$ cat config.mk
export PLATFORM = sky130hd
export DESIGN_NAME = count_sampler_flat
export DESIGN_NICKNAME = d
export VERILOG_FILES = /design/src/rtl/count_sampler_pkg.sv /design/src/rtl/count_sampler_if.sv /design/src/rtl/count_sampler_fifo.sv /design/src/rtl/count_sampler.sv /design/src/flat_wrapper.sv
export SDC_FILE = /design/constraint.sdc
export NUM_CORES = 1
export LEC_CHECK = 0
export CORE_ASPECT_RATIO = 0.75
export CORE_MARGIN = 4
export CORE_UTILIZATION = 50
export CTS_CLUSTER_SIZE = 40
export DETAILED_ROUTE_END_ITERATION = 10
export GPL_ROUTABILITY_DRIVEN = 0
export PLACE_DENSITY = 0.72
export REMOVE_ABC_BUFFERS = 1
export SLEW_MARGIN = 20
export SYNTH_ARGS = -nofsm -noshare
export SYNTH_HDL_FRONTEND = slang
export SYNTH_SLANG_ARGS = --single-unit
$ cat constraint.sdc
create_clock -name clk -period 5.06 [get_ports clk]
set_input_delay 1.012 -clock clk [delete_from_list [all_inputs] [get_ports clk]]
set_output_delay 1.012 -clock clk [all_outputs]
set_load 0.005 [all_outputs]
$ cat src/rtl/count_sampler_pkg.sv
// Shared constants, level-width helper and the buffered entry layout.
// Optional: COUNT_SAMPLER_WRAP_FLAG_EN adds a wrap bit to each entry.
package count_sampler_pkg;

    localparam int WIDTH_DEF = 8;
    localparam int DEPTH_DEF = 4;

    // One extra bit so the level can represent a full FIFO.
    function automatic int level_w(input int depth);
        return $clog2(depth) + 1;
    endfunction

    typedef struct packed {
        logic [WIDTH_DEF-1:0] data;
`ifdef COUNT_SAMPLER_WRAP_FLAG_EN
        logic                 wrap;
`endif
    } entry_t;

endpackage

$ cat src/rtl/count_sampler_if.sv
// Show-ahead output stream: out_data/out_valid from producer, out_ready back.
// Optional: COUNT_SAMPLER_WRAP_FLAG_EN adds out_wrap alongside out_data.
interface count_sampler_if #(
    parameter int WIDTH = 8
);
    logic [WIDTH-1:0] out_data;
    logic             out_valid;
    logic             out_ready;
`ifdef COUNT_SAMPLER_WRAP_FLAG_EN
    logic             out_wrap;
`endif

    modport master (
        output out_data,
        output out_valid,
`ifdef COUNT_SAMPLER_WRAP_FLAG_EN
        output out_wrap,
`endif
        input  out_ready
    );

    modport slave (
        input  out_data,
        input  out_valid,
`ifdef COUNT_SAMPLER_WRAP_FLAG_EN
        input  out_wrap,
`endif
        output out_ready
    );

endinterface

$ cat src/rtl/count_sampler_fifo.sv
// Show-ahead FIFO of generic entries with level count and sticky overflow.
// Ports: clk, reset, push/push_entry in, pop_ready in, head/head_valid/level/overflow out.
module count_sampler_fifo
    import count_sampler_pkg::*;
#(
    parameter int  DEPTH = DEPTH_DEF,
    parameter type T     = entry_t
) (
    input  logic                        clk,
    input  logic                        reset,
    input  logic                        push,
    input  T                            push_entry,
    input  logic                        pop_ready,
    output T                            head,
    output logic                        head_valid,
    output logic [level_w(DEPTH)-1:0]   level,
    output logic                        overflow
);

    localparam int PW = $clog2(DEPTH);
    localparam int LW = level_w(DEPTH);

    T              mem [DEPTH];
    logic [PW-1:0] wr_ptr;
    logic [PW-1:0] rd_ptr;
    logic [LW-1:0] cnt;
    logic          ovf;
    logic          full;
    logic          pop;
    logic          do_push;

    assign head_valid = (cnt != '0);
    assign full       = (cnt == LW'(DEPTH));
    assign pop        = head_valid & pop_ready;
    // A full FIFO still accepts a push when the head leaves on the same edge.
    assign do_push    = push & (~full | pop);

    // Storage needs no reset: the head is masked while the FIFO is empty.
    always_ff @(posedge clk) begin
        if (do_push && !reset) begin
            mem[wr_ptr] <= push_entry;
        end
    end

    always_ff @(posedge clk) begin
        if (reset) begin
            wr_ptr <= '0;
            rd_ptr <= '0;
            cnt    <= '0;
            ovf    <= 1'b0;
        end else begin
            if (do_push) begin
                wr_ptr <= wr_ptr + PW'(1);
            end
            if (pop) begin
                rd_ptr <= rd_ptr + PW'(1);
            end
            if (do_push && !pop) begin
                cnt <= cnt + LW'(1);
            end else if (pop && !do_push) begin
                cnt <= cnt - LW'(1);
            end
            if (push && full && !pop) begin
                ovf <= 1'b1;
            end
        end
    end

    always_comb begin
        head = '0;
        if (head_valid) begin
            head = mem[rd_ptr];
        end
    end

    assign level    = cnt;
    assign overflow = ovf;

endmodule

$ cat src/rtl/count_sampler.sv
// Samples an upstream counter into a FIFO whenever its value changes.
// Ports: clk, reset, in_q, level, overflow, out_if (master: out_data/out_valid/out_ready).
// Optional: COUNT_SAMPLER_WRAP_FLAG_EN adds out_wrap, set for samples below their predecessor.
module count_sampler
    import count_sampler_pkg::*;
#(
    parameter int WIDTH = WIDTH_DEF,
    parameter int DEPTH = DEPTH_DEF
) (
    input  logic                      clk,
    input  logic                      reset,
    input  logic [WIDTH-1:0]          in_q,
    count_sampler_if.master           out_if,
    output logic [level_w(DEPTH)-1:0] level,
    output logic                      overflow
);

    typedef struct packed {
        logic [WIDTH-1:0] data;
`ifdef COUNT_SAMPLER_WRAP_FLAG_EN
        logic             wrap;
`endif
    } sample_t;

    logic [WIDTH-1:0] prev_q;
    logic             primed;
    logic             push;
    sample_t          push_entry;
    sample_t          head;
    logic             head_valid;

    always_ff @(posedge clk) begin
        if (reset) begin
            prev_q <= '0;
            primed <= 1'b0;
        end else begin
            prev_q <= in_q;
            primed <= 1'b1;
        end
    end

    // First cycle after reset always samples; afterwards only on change.
    assign push = ~primed | (in_q != prev_q);

    always_comb begin
        push_entry      = '0;
        push_entry.data = in_q;
`ifdef COUNT_SAMPLER_WRAP_FLAG_EN
        push_entry.wrap = primed & (in_q < prev_q);
`endif
    end

    count_sampler_fifo #(
        .DEPTH (DEPTH),
        .T     (sample_t)
    ) u_fifo (
        .clk        (clk),
        .reset      (reset),
        .push       (push),
        .push_entry (push_entry),
        .pop_ready  (out_if.out_ready),
        .head       (head),
        .head_valid (head_valid),
        .level      (level),
        .overflow   (overflow)
    );

    assign out_if.out_data  = head.data;
    assign out_if.out_valid = head_valid;
`ifdef COUNT_SAMPLER_WRAP_FLAG_EN
    assign out_if.out_wrap  = head.wrap;
`endif

endmodule

$ cat src/flat_wrapper.sv
// flat-port wrapper written by rule: the top's interface ports become plain ports
module count_sampler_flat import count_sampler_pkg::*;
#(
    parameter int WIDTH = WIDTH_DEF,
    parameter int DEPTH = DEPTH_DEF
)
  (clk, reset, in_q, level, overflow, out_if_out_data, out_if_out_valid, out_if_out_ready);
  count_sampler_if #(.WIDTH(WIDTH)) out_if_i ();
  input  logic clk;
  input  logic reset;
  input  logic [WIDTH-1:0] in_q;
  output logic [level_w(DEPTH)-1:0] level;
  output logic overflow;
  output wire logic [$bits(out_if_i.out_data)-1:0] out_if_out_data;
  output wire logic [$bits(out_if_i.out_valid)-1:0] out_if_out_valid;
  input wire logic [$bits(out_if_i.out_ready)-1:0] out_if_out_ready;
  assign out_if_out_data = out_if_i.out_data;
  assign out_if_out_valid = out_if_i.out_valid;
  assign out_if_i.out_ready = out_if_out_ready;
  count_sampler #(.WIDTH(WIDTH), .DEPTH(DEPTH)) u_core (.clk(clk), .reset(reset), .in_q(in_q), .out_if(out_if_i), .level(level), .overflow(overflow));
endmodule
After elaboration in Yosys (flattened, before gate mapping)
Memories as Yosys holds them, arrays and structs flattened. A register that Yosys moved wholly into a read port is not among the register bits.
Index checks and enable logic that the tools add are counted.
Word-level totals
  register bits after elaboration: 17
  bits in writable memories: 32
  input bits: 11
  logic and storage cells: 37
  memories: 1
Memories
  u_core.u_fifo.mem: depth 4, width 8, read ports 1, clocked after memory_dff 1, write ports 1, line count_sampler_fifo.sv:23  | T mem [DEPTH];
Cells by class
  add/sub/neg operators: 4
  eq/ne operators: 2
  multiplexer cells: 8
  bitwise gates (word level): 6
  reductions and logical operators: 10
Operators with widths (count)
  $mux W8: 1
  $ne A8 B8 Y1: 1
  $mux W3: 2
  $logic_and A1 B1 Y1: 5
  $add A2 B1 Y2 const B: 2
  $mux W2: 2
  $add A3 B1 Y3 const B: 1
  $eq A3 B3 Y1 const B: 1
  $logic_not A1 Y1: 3
  $mux W1: 3
  $reduce_bool A3 Y1: 1
  $sub A3 B1 Y3 const B: 1
  $and A1 B1 Y1: 2
  $not A1 Y1: 2
  $or A1 B1 Y1: 2
  $reduce_bool A2 Y1: 1

Longest topological paths before layout
Gate-level depths: netlist (run 1).
  depth in word-level cells: 8
  depth in mapped cells: 10

Modules after synthesis
A second synthesis (run 1) with hierarchy kept.
Unflattened totals
  cells, all modules: 133
  area total of the unflattened synthesis: 2045.7 um2
Modules (own cells, without submodules)
  count_sampler_fifo: instances 1, cells each 104, area an instance 1724.2 um2, seq. area each 1161.1 um2
  count_sampler: instances 1, cells each 29, area an instance 321.6 um2, seq. area each 180.2 um2

Least setup slack after synthesis (run 1)
OpenSTA, ideal clock, no wires.
  path kind: input to register
  from: input port in_q[5]
  to: memory u_core.u_fifo.mem[0][0] (netlist bit), enable pin
  library setup time: 0.398 ns
  arrival time: 2.318 ns
  data required time: 4.662 ns
  path slack: 2.344 ns
  stages: 4
  path buffers: 0
  path through: xnor2_1 > nand4_1 > nor3_2 > nor4b_1
Between the ends
  longest elaborated chain between the ends: 6
Ends and longest elaborated chain
  from (decl): line flat_wrapper.sv:11  | input logic [WIDTH-1:0] in_q;
  $ne A8 B8 Y1: line count_sampler.sv:43  | assign push = ~primed | (in_q != prev_q);
  $or A1 B1 Y1: line count_sampler.sv:43
  $and A1 B1 Y1: line count_sampler_fifo.sv:36  | assign do_push = push & (~full | pop);
  $logic_and A1 B1 Y1: line count_sampler_fifo.sv:40  | if (do_push && !reset) begin
  $mux W1: line count_sampler_fifo.sv:40
  $mux W1 (implied by the code): line count_sampler_fifo.sv:41  | mem[wr_ptr] <= push_entry;
  to (decl): line count_sampler_fifo.sv:23
No other way between the ends.

Worst setup path after layout (run 1)
  from: input port in_q[6]
  to: register u_core.u_fifo.cnt[2], in the netlist u_core.u_fifo.level[2]
Between the ends
  longest elaborated chain between the ends: 6
  elaborated cells on any way between the ends: 8
Ends and longest elaborated chain
  $ne A8 B8 Y1 *: line count_sampler.sv:43
  $or A1 B1 Y1 *: line count_sampler.sv:43
  $and A1 B1 Y1 *: line count_sampler_fifo.sv:36
  $logic_not A1 Y1: line count_sampler_fifo.sv:60  | end else if (pop && !do_push) begin
  $logic_and A1 B1 Y1: line count_sampler_fifo.sv:60
  $reduce_bool A2 Y1 (no source line)
  to (signal assigned): line count_sampler_fifo.sv:59  | cnt <= cnt + LW'(1);
  to (signal assigned): line count_sampler_fifo.sv:61  | cnt <= cnt - LW'(1);
  to (decl): line count_sampler_fifo.sv:26  | logic [LW-1:0] cnt;
Mark *: on every way between the ends. The rest lies on a longest branch, timed or not.
A chain may end at the register's enable or synchronous reset.

==> metrics.md, run 1 <==
| Metric | Value |
|---|---|
| Initial antenna violation count | `0` |
| Family with the most delay on the worst path | `simple AND/OR/NAND/NOR gates` |
| Predominant post-synthesis flop cell | `edfxtp_1` |
| Crit. Startpoint | `in_q[6]` |
| Min Tclk post-route | `3250 ps` |
| Worst VDD drop | `0.240 mV` |
| Reg area | `0.00134 mm²` |
| Syn_area_per_cell | `approximately 15 µm²` |
| Via count | `around 1200` |
| Port buffer count | `23` |
| Core ar. | `a little over 0.004 mm²` |
| Fmax achieved | `0.308 GHz` |
| H-tree depth | `2` |
| Final setup fails | `0` |
| Hold Buf Count CTS | `0` |
| Worst Hold Launch | `u_core.u_fifo.overflow` |
| Clk sinks | `51` |
| Outcome | `finished, final reports clean` |
| Die H | `63.9 µm` |
| Die area | `0.00527 mm²` |
| CTS Buf Count | `5` |
| Ports | `24` |
| Slowest cell on the critical path | `clkdlybuf4s50_1` |
| Fillers | `301` |
| RR Endpoint | `u_core.u_fifo.level[2]` |
| Unique masters post-synth | `28` |
| Total gr overflow | `0` |
| Pins Over Slew Limit | `0` |
| WHS Path Cells | `1` |
| CTS tree | `built` |
| Max-cap violations | `0` |
| Commonest non-fill, non-tap cell in the layout | `edfxtp_1` |
| Critical path buffers and inverters | `2` |
| ANT cells | `0` |
| Starting Density | `51.6%` |
| Final hold slack | `469 ps` |
| Share of cells above drive strength 1 | `13.1%` |
| Clk_lat worst skew | `310 ps` |
| Final Util | `62.0%` |
| Minimum setup slack among reg-to-reg paths | `around 2600 ps` |
| Reg clk slew, reported paths | `~90 ps` |
| Mapped Cells | `138` |
| Setup TNS | `0 ps` |
| Detailed-route wire length | `3720 µm` |
| Unrepaired setup endpoints after global routing | `no` |
| Vias per cell | `around 5.2` |
| P_leak | `0.855 nW` |
| Yosys warning total | `0` |
| Area Overhead vs Synth | `20.1%` |
| Crit path capture type | `flop` |
| Row count | `20` |
| WP data required | `around 5300 ps` |
| WHS Endpoint | `u_core.u_fifo.overflow` |
| Vias in the first global route | `1206` |
| Drt first pass iters | `4` |
| Post-route ant nets | `0` |
| Mean routed wirelength per cell | `approximately 17 µm` |
| Critical Path Source Type | `input port` |
| Leading area contributor after synthesis | `edfxtp_1` |
| Initial DRC Count | `70` |
| CP Class | `input port to flop` |
| Clock root buffer | `clkbuf_8` |
| Post-CTS sizing | `0` |
| Worst Setup Slack, final | `1810 ps` |
| Period utilization | `64.2%` |
| Die Wd | `82.5 µm` |
| Commonest cells after routing, fill and taps aside | `edfxtp_1 (32), clkdlybuf4s50_1 (23), dfxtp_1 (19)` |
| Cell area after synthesis | `0.00208 mm²` |
| Dominant cells by area after synthesis | `edfxtp_1 (46%), dfxtp_1 (18%), mux4_2 (8.7%), xnor2_1 (3.4%), ha_1 (3.0%)` |
| DP Wirelength | `2580 µm` |
| Slew @ Worst Pin | `1070 ps` |
| Final Hold Fails | `0` |
| Power density over the cells | `between 500 and 600 mW/mm²` |
| CP Cell Sequence | `clkdlybuf4s50_1 -> xnor2_1 -> nand3_1 -> nor3_2 -> nor2_1 -> ha_1 -> inv_1 -> fa_1 -> xor2_1 -> or3_1 -> a21oi_1` |
| Crit-path max cell delay | `570 ps` |
| Deepest clock path buffer count | `2` |
| RR Startpoint | `u_core.u_fifo.level[0]` |
| Reg2reg path depth | `8` |
| Worst Hold Class | `flop to flop` |
| Fraction of registers with async set/reset | `0%` |
| Post-CTS Setup Repair Bufs | `0` |
| Multi-input logic area | `703 µm²` |
| Worst slew margin | `27.7%` |
| Sequential-to-total area share from yosys stat | `64.5%` |
| Synthesized flop and latch total | `51` |
| Post-synth EDFFs | `32` |
| GRT Overall Usage | `between 10% and 20%` |
| Dpl ws | `1500 ps` |
| Worst Path Max Fanout | `6` |
| Setup Skew | `around 9.2 ps` |
| Pin count of the biggest net entering global routing | `24` |
| First-pass GRT wire length | `6090 µm` |
| Drt drc | `0` |
| Proportion of netlist area held by the largest area contributor | `between 40% and 50%` |
| Nets@finish | `between 150 and 200` |
| WP data arrival | `3470 ps` |
==> worst register-to-register path, delay by kind of cell, from the launching register on <==
| kind | cells | cell delay (ps) |
|---|---|---|
| DFF | 1 | 390 |
| AOI/OAI and AO/OA | 1 | 150 |
| adders and majority gates | 2 | 570 |
| xor gates and xnor gates | 1 | 150 |
| buffers and inverters | 1 | 60 |
| and+or+nand+nor | 3 | 1060 |
==> power breakdown <==
part / leakage (nW) / internal (W) / switching, W
logic: 0.351 / 0.000251 / 0.000173
registers: 0.451 / 0.000526 / 0.0000601
clock network: 0.0530 / 0.000129 / 0.000139
==> logic make-up (layout without fill, tap and decap cells) <==
kind of cell	Yosys count	count (layout)	share of synthesized area, %
flip-flops	51	51	64.5
adder cells (fa/ha/maj)	6	6	3.97
buffers and inverters	9	39	1.74
AND/OR/NAND/NOR	44	44	13.5
XOR/XNOR	12	12	5.05
AO/OA/AOI/OAI	7	7	2.10
multiplexers	9	9	9.14
==> registers in the layout, indices dropped and copies added (netlist names), named ones only <==
signal	flops
u_core.u_fifo.level	3
u_core.u_fifo.mem	32
u_core.u_fifo.wr_ptr	2
u_core.prev_q	8
u_core.u_fifo.overflow	1
u_core.primed	1
u_core.u_fifo.rd_ptr	2
==> routing by layer <==
metal  share of wire, %  track usage [%]  vias to the layer above  wire (µm)
met5                  0                0                        -          0
met4                1.3             6.12                        0         50
met3                5.6             6.06                        4        210
met2                 51             26.6                       24       1890
met1                 42             19.6                      580       1570
li1                   -                -                      560          -
==> synthesized netlist by cell type (3+ instances only) <==
cell	n
nor2b_1	8
nor2_1	8
and2_1	8
dfxtp_1	19
xnor2_1	8
nand3_1	4
ha_1	5
clkbuf_1	3
mux4_2	8
edfxtp_1	32
nor4b_1	4
nand2_1	3
xor2_1	4
o21ai_0	3
inv_1	4
==> worst max path at each step <==
stage | to | slack, ps | depth (start not counted)
after floorplan | u_core.u_fifo.mem[0][0] | 2340 | 4
after CTS | out_if_out_data[1] | 1780 | 3
after global placement | u_core.u_fifo.mem[3][0] | 1580 | 3
final | u_core.u_fifo.level[2] | 1810 | 11
after global routing | u_core.u_fifo.level[2] | 1660 | 11
after detailed placement | u_core.u_fifo.mem[0][6] | 1500 | 3
==> stage by stage <==
stage	instances	area, µm²	total power [W]
after global routing	223	2500	0.00136
after detailed placement	215	2390	0.00103
after global placement	215	2390	0.00101
final	223	2500	0.00128
after floorplan	133	2060	0.000818
after CTS	223	2500	0.00130
==> layout make-up <==
cell class,instances,area share [%]
inverters,4,0.601
clock buffers,6,3.76
repair buffers,27,10.4
multi-input cells,78,28.1
flip-flops and latches,51,53.7
well taps,55,2.75
clock inverters,2,0.651
Power figures use the tool's default switching activity.
==> run 2: changes to the inputs <==
--- a/config.mk
+++ b/config.mk
@@ -7,11 +7,11 @@
 export LEC_CHECK = 0
 export CORE_ASPECT_RATIO = 0.75
 export CORE_MARGIN = 4
-export CORE_UTILIZATION = 50
+export CORE_UTILIZATION = 49
 export CTS_CLUSTER_SIZE = 40
 export DETAILED_ROUTE_END_ITERATION = 10
 export GPL_ROUTABILITY_DRIVEN = 0
-export PLACE_DENSITY = 0.72
+export PLACE_DENSITY = 0.74
 export REMOVE_ABC_BUFFERS = 1
 export SLEW_MARGIN = 20
 export SYNTH_ARGS = -nofsm -noshare
==> constraint.sdc (replaced) <==
create_clock -name clk -period 2.7 [get_ports clk]
set_input_delay 0.54 -clock clk [delete_from_list [all_inputs] [get_ports clk]]
set_output_delay 0.54 -clock clk [all_outputs]
set_load 0.005 [all_outputs]
==> metrics.md, run 2 (synthesis results as in run 1) <==
| Metric | Value |
|---|---|
| RR Endpoint | `u_core.u_fifo.level[2]` |
| Clk sinks | `51` |
| Unrepaired setup endpoints after global routing | `no` |
| Vias in the first global route | `1294` |
| Crit. Startpoint | `in_q[0]` |
| Detailed-route wire length | `3770 µm` |
| Ports | `24` |
| Die H | `64.4 µm` |
| Commonest cells after routing, fill and taps aside | `edfxtp_1 (32), clkdlybuf4s50_1 (23), dfxtp_1 (19)` |
| P_leak | `0.928 nW` |
| Reg clk slew, reported paths | `80 ps` |
| CP endpoint | `u_core.u_fifo.level[2]` |
| Slew @ Worst Pin | `485 ps` |
| Power density over the cells | `around 940 mW/mm²` |
| Deepest clock path buffer count | `2` |
| Worst slew margin | `67.6%` |
| Worst Path Max Fanout | `6` |
| GRT Overall Usage | `15.7%` |
| Period utilization | `93.6%` |
| Min Tclk post-route | `~2500 ps` |
| Setup TNS | `0 ps` |
| Crit-path max cell delay | `510 ps` |
| WP data arrival | `2760 ps` |
| Reg with most FFs | `u_core.u_fifo.mem` |
| Commonest non-fill, non-tap cell in the layout | `edfxtp_1` |
| Total gr overflow | `0` |
| Pin count of the biggest net entering global routing | `18` |
| CTS Buf Count | `5` |
| Fmax achieved | `0.396 GHz` |
| Outcome | `finished, final reports clean` |
| RR Startpoint | `u_core.u_fifo.level[0]` |
| Slowest cell on the critical path | `clkdlybuf4s50_1` |
| Family with the most delay on the worst path | `simple AND/OR/NAND/NOR gates` |
| Post-CTS Setup Repair Bufs | `0` |
| Clock root buffer | `clkbuf_8` |
| CP Cell Sequence | `clkdlybuf4s50_1 -> xnor2_1 -> nand2_1 -> nor3_2 -> nor2_1 -> ha_1 -> inv_1 -> fa_1 -> xor2_1 -> or3_1 -> a21oi_1` |
| Setup Skew | `around 17 ps` |
| Die Wd | `83.2 µm` |
| CTS tree | `built` |
| Minimum setup slack among reg-to-reg paths | `between 500 and 600 ps` |
| Hold Buf Count CTS | `0` |
| Nets@finish | `198` |
| Post-route ant nets | `0` |
| Max-cap violations | `0` |
| Core ar. | `slightly above 0.004 mm²` |
| Reg2reg path depth | `8` |
| Die area | `0.00536 mm²` |
| Crit path depth | `11` |
| Row count | `20` |
| CP Class | `input port to flop` |
| Starting Density | `51.0%` |
| First-pass GRT wire length | `6240 µm` |
| Final Hold Fails | `0` |
| Worst Hold Class | `flop to flop` |
| Mean routed wirelength per cell | `15.9 µm` |
| Initial antenna violation count | `0` |
| Clk_lat worst skew | `310 ps` |
| Port buffer count | `23` |
| Share of cells above drive strength 1 | `between 10% and 20%` |
| Crit path capture type | `flop` |
| ANT cells | `0` |
| Via count | `1218` |
| DP Wirelength | `around 2700 µm` |
| Drt first pass iters | `4` |
| Drt drc | `0` |
| Vias per cell | `5.14` |
| Pins Over Slew Limit | `0` |
| Max reg flops | `32` |
| WP data required | `2930 ps` |
| H-tree depth | `2` |
| Area Overhead vs Synth | `25.1%` |
| Final setup fails | `0` |
| Post-CTS sizing | `0` |
| Worst VDD drop | `approximately 0.48 mV` |
| Initial DRC Count | `63` |
| Final hold slack | `between 400 and 500 ps` |
| Tot Pwr | `0.00246 W` |
| Critical Path Source Type | `input port` |
| Critical path buffers and inverters | `2` |
## run 2: where the power goes
part           total (W)  internal, W  leakage, nW  switching [W]
clock           0.000494     0.000243       0.0573       0.000251
sequential       0.00107     0.000985        0.451      0.0000870
combinational   0.000892     0.000518        0.419       0.000374
## run 2: final cells by class
class	instances	area, µm²
clock buffers	6	93.8
clock inverters	2	15.0
fillers	304	1480
inverters	4	15.0
multi-input cells	78	703
flip-flops and latches	51	1340
well taps	55	68.8
repair buffers	41	365
## run 2: how the worst min path moves through the flow
stage                      startpoint                endpoint  slack (ps)  cells past startpoint
2_1_floorplan  u_core.u_fifo.overflow  u_core.u_fifo.overflow         460                      1
3_5_place_dp   u_core.u_fifo.overflow  u_core.u_fifo.overflow         460                      1
4_1_cts        u_core.u_fifo.overflow  u_core.u_fifo.overflow         480                      1
5_1_grt        u_core.u_fifo.overflow  u_core.u_fifo.overflow         510                      1
3_3_place_gp   u_core.u_fifo.overflow  u_core.u_fifo.overflow         450                      1
6_report       u_core.u_fifo.overflow  u_core.u_fifo.overflow         480                      1
## run 2: worst reg2reg max path, delay by kind of cell, from the launching register on
kind	cells	cell delay [ps]
XOR/XNOR	1	160
AO/OA/AOI/OAI	1	140
flip-flops	1	390
adder cells (fa/ha/maj)	2	550
AND/OR/NAND/NOR	3	810
buffers and inverters	1	60
## run 2: stage by stage
| stage | setup slack, ps | cell area (µm²) | utilization (%) | cells |
|---|---|---|---|---|
| floorplan | 456 | 2060 | - | 133 |
| global placement | -36.2 | 2490 | 61.1 | 229 |
| detailed placement | -135 | 2490 | 61.1 | 229 |
| CTS | 176 | 2600 | 63.8 | 237 |
| global route | 7.37 | 2600 | 63.8 | 237 |
| finish | 173 | 2600 | 63.8 | 237 |
## run 2: per-layer routing
layer	wire length, µm	global-route usage, %	vias to the layer above
met4	67	7.55	0
met3	128	4.19	7
met2	1880	26.4	22
met5	0	0	-
met1	1700	18.9	601
li1	-	-	588
==> run 3: changes to the inputs <==
--- a/config.mk
+++ b/config.mk
@@ -8,6 +8,7 @@
 export CORE_ASPECT_RATIO = 0.75
 export CORE_MARGIN = 4
 export CORE_UTILIZATION = 49
+export CTS_CLUSTER_DIAMETER = 100
 export CTS_CLUSTER_SIZE = 40
 export DETAILED_ROUTE_END_ITERATION = 10
 export GPL_ROUTABILITY_DRIVEN = 0
@@ -16,4 +17,5 @@
 export SLEW_MARGIN = 20
 export SYNTH_ARGS = -nofsm -noshare
 export SYNTH_HDL_FRONTEND = slang
+export SYNTH_HIERARCHICAL = 1
 export SYNTH_SLANG_ARGS = --single-unit
==> metrics.md, run 3 <==
| Metric | Value |
|---|---|
| Die area | `0.00528 mm²` |
| Core ar. | `0.00403 mm²` |
| Final Hold Fails | `0` |
| Tot Pwr | `0.00235 W` |
| Reg area | `0.00134 mm²` |
| Sequential-to-total area share from yosys stat | `65.6%` |
| Fraction of registers with async set/reset | `0%` |
| CP Class | `flop to primary output` |
| WP data arrival | `1920 ps` |
| Drt first pass iters | `4` |
| Worst Setup Slack, final | `239 ps` |
| Vias per cell | `4.96` |
| Multi-input logic area | `692 µm²` |
| Fmax achieved | `between 0.4 and 0.5 GHz` |
| Worst slew margin | `65.0%` |
| Predominant post-synthesis flop cell | `edfxtp_1` |
| Pin count of the biggest net entering global routing | `19` |
| Unique masters post-synth | `27` |
| Post-synth EDFFs | `32` |
| Mapped Cells | `around 130` |
| GRT Overall Usage | `16.5%` |
| First-pass GRT wire length | `6250 µm` |
| Most frequent cell after synthesis | `edfxtp_1` |
| DP Wirelength | `about 2700 µm` |
| Reg2reg path depth | `7` |
| WHS Path Cells | `2` |
| Die H | `~64 µm` |
| ANT cells | `0` |
| Total gr overflow | `0` |
| Via count | `1166` |
| Vias in the first global route | `1234` |
| Deepest clock path buffer count | `2` |
| Final setup fails | `0` |
| Worst Path Max Fanout | `8` |
| Max-cap violations | `0` |
| Unrepaired setup endpoints after global routing | `no` |
| Post-route ant nets | `0` |
| Share of cells above drive strength 1 | `23.9%` |
| Hold Buf Count CTS | `0` |
| Slowest cell on the critical path | `mux4_2` |
| Cell area after synthesis | `about 0.002 mm²` |
| Crit-path max cell delay | `500 ps` |
| H-tree depth | `2` |
| Dominant cells by area after synthesis | `edfxtp_1 (47%), dfxtp_1 (19%), mux4_2 (8.8%), nor2b_1 (4.9%), xor2_1 (4.3%)` |
| Initial antenna violation count | `0` |
| Worst Hold Class | `flop to flop` |
| Setup Skew | `8.62 ps` |
| Period utilization | `91.2%` |
| Max reg flops | `32` |
| Nets@finish | `196` |
| Reg with most FFs | `u_core/u_fifo/mem` |
| Port buffer count | `23` |
| Starting Density | `between 50% and 60%` |
| Min Tclk post-route | `between 2000 and 2500 ps` |
| CP Cell Sequence | `buf_4 -> mux4_2 -> nor2b_1 -> clkdlybuf4s50_1` |
| WP data required | `2160 ps` |
| Proportion of netlist area held by the largest area contributor | `47.0%` |
| Crit path capture type | `primary output` |
| Row count | `20` |
| Clk_lat worst skew | `~300 ps` |
| Syn_area_per_cell | `~15 µm²` |
| Leading area contributor after synthesis | `edfxtp_1` |
| Area Overhead vs Synth | `28.6%` |
| CTS Buf Count | `5` |
| Synthesized flop and latch total | `51` |
| Die Wd | `82.6 µm` |
| Clk sinks | `51` |
| Yosys warning total | `6` |
| Dpl ws | `-316 ps` |
| Commonest cells after routing, fill and taps aside | `edfxtp_1 (32), buf_4 (20), dfxtp_1 (19)` |
| Slew @ Worst Pin | `521 ps` |
| Pins Over Slew Limit | `0` |
| Worst VDD drop | `0.475 mV` |
| Power density over the cells | `894 mW/mm²` |
| Final hold slack | `509 ps` |
| Clock root buffer | `clkbuf_8` |
| Critical Path Source Type | `flop` |
| Initial DRC Count | `51` |
| Detailed-route wire length | `3790 µm` |
| Mean routed wirelength per cell | `16.1 µm` |
| Fillers | `291` |
| P_leak | `1.03 nW` |
| Synth cell count leaders | `edfxtp_1 (32), dfxtp_1 (19), nor2b_1 (16), xor2_1 (10), mux4_2 (8)` |
| Ports | `24` |
| Reg clk slew, reported paths | `80 ps` |
| Commonest non-fill, non-tap cell in the layout | `edfxtp_1` |
| CTS tree | `built` |
| Drt drc | `0` |
| Outcome | `finished, final reports clean` |
-- run 3: cell types whose count changed in the layout (fill, tap and decap cells not counted), sizes merged, moves of 3 or more --
cell / delta
nand3: -4
xor2: +6
nand2b: +3
nor4b: -4
and2: -8
xnor2: -7
clkdlybuf4s50: -7
nor3b: +3
nor2b: +8
dlymetal6s2s: +7
-- run 3: worst paths after layout --
| check | end | start | slack (ps) |
|---|---|---|---|
| worst max-delay path | out_if_out_data[7] | flop | 240 |
| worst min register to register | u_core/u_fifo/overflow | u_core/u_fifo/overflow | 510 |
| worst max register to register | u_core/u_fifo/level[2] | u_core/u_fifo/level[1] | 460 |
| worst min-delay path | u_core/u_fifo/overflow | u_core/u_fifo/overflow | 510 |
-- run 3: cell type report --
class / instances / area share, %
Clock inverter: 1 / 1.14
Multi-Input combinational cell: 72 / 26.3
Tap cell: 55 / 2.62
Clock buffer: 7 / 2.90
Timing Repair Buffer: 43 / 15.1
Sequential cell: 51 / 51.0
Inverter: 6 / 0.951
-- run 3: logic make-up after synthesis --
family          Yosys count  synth area share [%]
xor+xnor                 11                  4.71
simple gates             38                  11.6
mux                      11                  10.5
fa+ha+maj                 6                  4.04
compound gates            6                  1.59
flops                    51                  65.6
buf+inv                  10                  2.02
-- run 3: where the power goes --
part | internal (W) | total (W) | leakage (nW) | switching [W]
logic | 0.000487 | 0.000832 | 0.525 | 0.000345
clock network | 0.000277 | 0.000504 | 0.0524 | 0.000227
registers | 0.000939 | 0.00102 | 0.451 | 0.0000773
total | 0.00170 | 0.00235 | 1.03 | 0.000650
-- run 3: what timing repair did --
item | in CTS | in global routing
gates resized for setup | 0 | 12
pin swaps | 2 | 4
setup endpoints to repair | 1 | 2
buffers inserted | 0 | 0
-- run 3: metal layers --
layer | GRT usage [%] | part of all wire (%)
met5 | 0 | 0
met4 | 6.73 | 1.5
met3 | 3.80 | 4.2
met2 | 25.5 | 49
met1 | 22.4 | 45
-- run 3: through the flow --
step                      std cells  TNS (ps)  area (µm²)  utilization (%)
after floorplan                 129         0        2030                -
after global placement          227      -361        2480             61.5
after detailed placement        227      -595        2480             61.5
after CTS                       235         0        2580             64.2
after global routing            235         0        2630             65.3
final                           235         0        2630             65.3
-- run 3: worst max-delay path, delay by kind of cell (launching register included) --
family	cells	cell delay (ps)
multiplexers	1	500
buffers and inverters	2	650
AND/OR/NAND/NOR	1	150
flip-flops	1	320
